$ cat config.mk
export PLATFORM = sky130hd
export DESIGN_NAME = example_hmc_lfsr
export DESIGN_NICKNAME = d
export VERILOG_FILES = /design/src/rtl/hmc_test_pkg.sv /design/src/rtl/example_hmc_lfsr.sv
export SDC_FILE = /design/constraint.sdc
export NUM_CORES = 1
export LEC_CHECK = 0
export ABC_AREA = 0
export BUFFER_PORTS_ARGS = -buffer_cell sky130_fd_sc_hd__buf_2
export CAP_MARGIN = 40
export CORE_MARGIN = 2
export CORE_UTILIZATION = 43
export DETAILED_ROUTE_END_ITERATION = 8
export PLACE_DENSITY_LB_ADDON = 0.05
export SETUP_SLACK_MARGIN = 0.15
export SYNTH_ARGS = -nofsm -noshare
export SYNTH_HDL_FRONTEND = slang
export SYNTH_SLANG_ARGS = --single-unit
$ cat constraint.sdc
create_clock -name vclk -period 1.61
set_input_delay 0 -clock vclk [all_inputs]
set_output_delay 0 -clock vclk [all_outputs]
set_load 0.01 [all_outputs]
$ cat src/rtl/hmc_test_pkg.sv
// ============================================================================
//  Module   : hmc_test_pkg
//  Purpose  : Shared PRBS definitions for the HMC test generator and checker.
//  Revision : 1.0 - initial release
// ============================================================================
`default_nettype none

package hmc_test_pkg;

   typedef enum logic [1:0] {
      IDLE   = 2'd0,
      HUNT   = 2'd1,
      LOCKED = 2'd2
   } state_t;

   localparam int          c_PRBS_SIZE = 15;
   localparam logic [14:0] c_PRBS_POLY = 15'b100000000000011;

endpackage

`default_nettype wire

$ cat src/rtl/example_hmc_lfsr.sv
// ============================================================================
//  Module   : example_hmc_lfsr
//  Purpose  : Combinational multi-step LFSR: expected word and advanced state.
//  Revision : 1.0 - initial release
// ============================================================================
`default_nettype none

module example_hmc_lfsr
   import hmc_test_pkg::*;
#(
   parameter int                   DATA_WIDTH = 48,
   parameter int                   PRBS_SIZE  = c_PRBS_SIZE,
   parameter logic [PRBS_SIZE-1:0] PRBS_POLY  = c_PRBS_POLY
) (
   input  logic [PRBS_SIZE-1:0]  i_seed,
   output logic [DATA_WIDTH-1:0] o_exp_word,
   output logic [PRBS_SIZE-1:0]  o_next_state
);

   logic [PRBS_SIZE-1:0] w_state;

   // The window holds the next PRBS_SIZE bits, oldest in bit 0; the new bit
   // entering at the top is the tapped XOR of the current window.
   always_comb begin
      w_state    = i_seed;
      o_exp_word = '0;
      for (int i = 0; i < DATA_WIDTH; i++) begin
         o_exp_word[i] = w_state[0];
         w_state       = {^(w_state & PRBS_POLY), w_state[PRBS_SIZE-1:1]};
      end
      o_next_state = w_state;
   end

endmodule

`default_nettype wire

-- Word level (Yosys, flattened, before mapping)
Cells that the tools add are included.
- reductions and logical operators: 48
- operator list (cell ; count):
    XOR reduction 15 bit ; 48
- register bits: 0
- input port bits: 15
- logic and storage cells: 48

-- Logic depth before layout (Yosys ltp)
- word-level depth: 48
- mapped depth: 3
- depth with buffers taken out: 1

-- Least setup slack after synthesis
No wires, ideal clock.
- kind: input port to output port
- from: in i_seed[0]
- to: out o_exp_word[21]
- arrival time: 0.671 ns
- data required time: 1.610 ns
- path slack: 0.939 ns
- cell stages on the path: 3
- path buffers: 2
- path through: buf_6 -> buf_12 -> xor3_1
- word-level cells in the longest chain between the ends: 7
- ends and longest elaborated chain (what ; line ; RTL):
    start: declaration ; example_hmc_lfsr.sv:15 ; input logic [PRBS_SIZE-1:0] i_seed,
    XOR reduction 15 bit (7 in series) ; example_hmc_lfsr.sv:29 ; w_state = {^(w_state & PRBS_POLY), w_state[PRBS_SIZE-1:1]};
    end: declaration ; example_hmc_lfsr.sv:16 ; output logic [DATA_WIDTH-1:0] o_exp_word,
No other way between the ends.

-- Final worst setup path
- from: in i_seed[14]
- to: out o_exp_word[47]
- word-level cells in the longest chain between the ends: 33
- ends and longest elaborated chain (what ; line):
    XOR reduction 15 bit (32 in series) ; example_hmc_lfsr.sv:29
    XOR reduction 15 bit (*) ; example_hmc_lfsr.sv:29
Mark *: on every way between the ends. The rest lies on a longest branch, timed or not.

==> out/results.ini <==
[worst_setup_path]
startpoint_type = input pin
worstPathRequired_ns = 1.61
crit_path_end_kind = primary output
critPathMaxStageDelay_ns = 0.43
crit_chain = buf_2 -> buf_4 -> xor3_1 -> buf_2
cp.arrival_ns = 1.08
worst_path_max_delay_cell = buf_2
crit_path_frequent_cell = buf_2
path_class = input pin to primary output
path_max_fanout = 20

[run_status]
status = finished clean

[drt]
antenna_left = 0
route.detailed.drc = 0
vias_per_cell = 4.083
route.vias.total = 543
first_pass_iters = 2
routed_wl_microns = 1219
drt_iter0_drc = 1
wl_per_cell_microns = 9.165

[timing]
report.final.slew_viol_count = 0
timing.final.crit_share_pct = 66.89
rsz0062_at_grt = false
fmax_mhz = 928.5
worst_slew_pin_slew_ns = 0.5262
final_hold_viol_count = 0
fin_tns_setup_ns = 0
finalSetupViolCount = 0
period_minus_slack_ns = 1.077
finalWorstSetupSlack_ns = 0.5330
max-slew-margin-rel_pct = 64.92

[cells_and_area]
drive_gt1_share_pct = 75.47
layout_commonest_cell = buf_2
clkbuf_count = 0
regArea_sq_um = 0
fillerInstances = 186
seq_cells = 0
most-common-layout-cells = buf_2 (78), xor3_1 (26), buf_4 (2)
diodes = 0
fin_util_pct = 53.89
area_growth_pct = 19.35
fin_nets = 123

[synth]
avgSynthCellArea_sq_um = 12.84
syn_area_sq_um = 885.9
ys_types = 6
synth_cells = 69
ys_seq_area_share_pct = 0
syn_nets = 84
ys_warn_count = 0

[run]
maxCapViolCount = 0

[power_and_ir_drop]
irDropWorstVdd_mv = 0.1959
switching_share_pct = 41.61
power_density_mw_per_mm2 = 440.2
internal-power_w = 0.0002717
clkPwrFrac_pct = 0
seqPwrFrac_pct = 0
p_leak_nw = 0.7121
p_sw_w = 0.0001937
p_comb_share_pct = 100.0

[cts]
post_cts_buffers = 0
ctsResizeCount = 0
cts_hold_buf = 0

[global_route]
grt_pass1_vias = 417
grt_use_total_pct = 9.061
grt_overflow = 0
grt_max_degree = 21
grt_pass1_wl_microns = 1842
antenna_found_initial = 0

[die]
dieArea_sq_mm = 0.002439
num_io_pins = 78
initial_core_util_pct = 45.15
die_w_microns = 49.39
core_sq_mm = 0.001962
row_count = 16
fp.dieH_microns = 49.39

[placement]
gp_congestion = 0.6161
hpwl_microns = 986
io_buffers = 78
post-place-ws_ns = 0.5087

[hold_path]
hp-class = input pin to primary output

synth_stat cells, drive strengths merged:
cell type	count	area, sq um
clkbuf	23	90.09
buf	20	177.7
xor3	26	618.1
metrics by stage:
stage / hold WS (ns) / instances / total power (W) / cell area, sq um
floorplan: 0.09177 / 69 / 0.0003572 / 885.9
global placement: 0.2335 / 133 / 0.0004715 / 1057
detailed placement: 0.2387 / 133 / 0.0004703 / 1057
CTS: 0.2392 / 133 / 0.0004725 / 1057
global route: 0.2505 / 133 / 0.0005024 / 1057
finish: 0.2345 / 133 / 0.0004654 / 1057
routing by layer:
metal	global-route usage, %	vias up	part of all wire, %
li1	-	265	-
met1	13.04	231	41
met2	16.22	47	46
met3	0.3067	0	13
met4	0	0	0
met5	0	-	0
power by group through the flow:
stage / sequential (W) / combinational, W / clock [W]
2_1_floorplan: 0 / 0.000357 / 0
3_3_place_gp: 0 / 0.000472 / 0
3_5_place_dp: 0 / 0.000470 / 0
4_1_cts: 0 / 0.000472 / 0
5_1_grt: 0 / 0.000502 / 0
6_report: 0 / 0.000465 / 0
critical path, delay by kind of cell:
family / cells / cell delay, ns
buf+inv: 3 / 0.85
xor+xnor: 1 / 0.23
path summary, 6_finish.rpt:
kind             end  slack, ns        from  depth (start not counted)
max   o_exp_word[47]       0.53  i_seed[14]                          4
min    o_exp_word[4]       0.23   i_seed[4]                          2
cell families after synthesis:
logic type                share of synthesized area [%]
buffers and inverters                             30.23
xor gates and xnor gates                          69.77
layout make-up:
type / instances / area, sq um / area share [%]
repair buffers: 80 / 405.4 / 38.34
well taps: 27 / 33.78 / 3.195
multi-input cells: 26 / 618.1 / 58.46
Power figures use the tool's default switching activity.
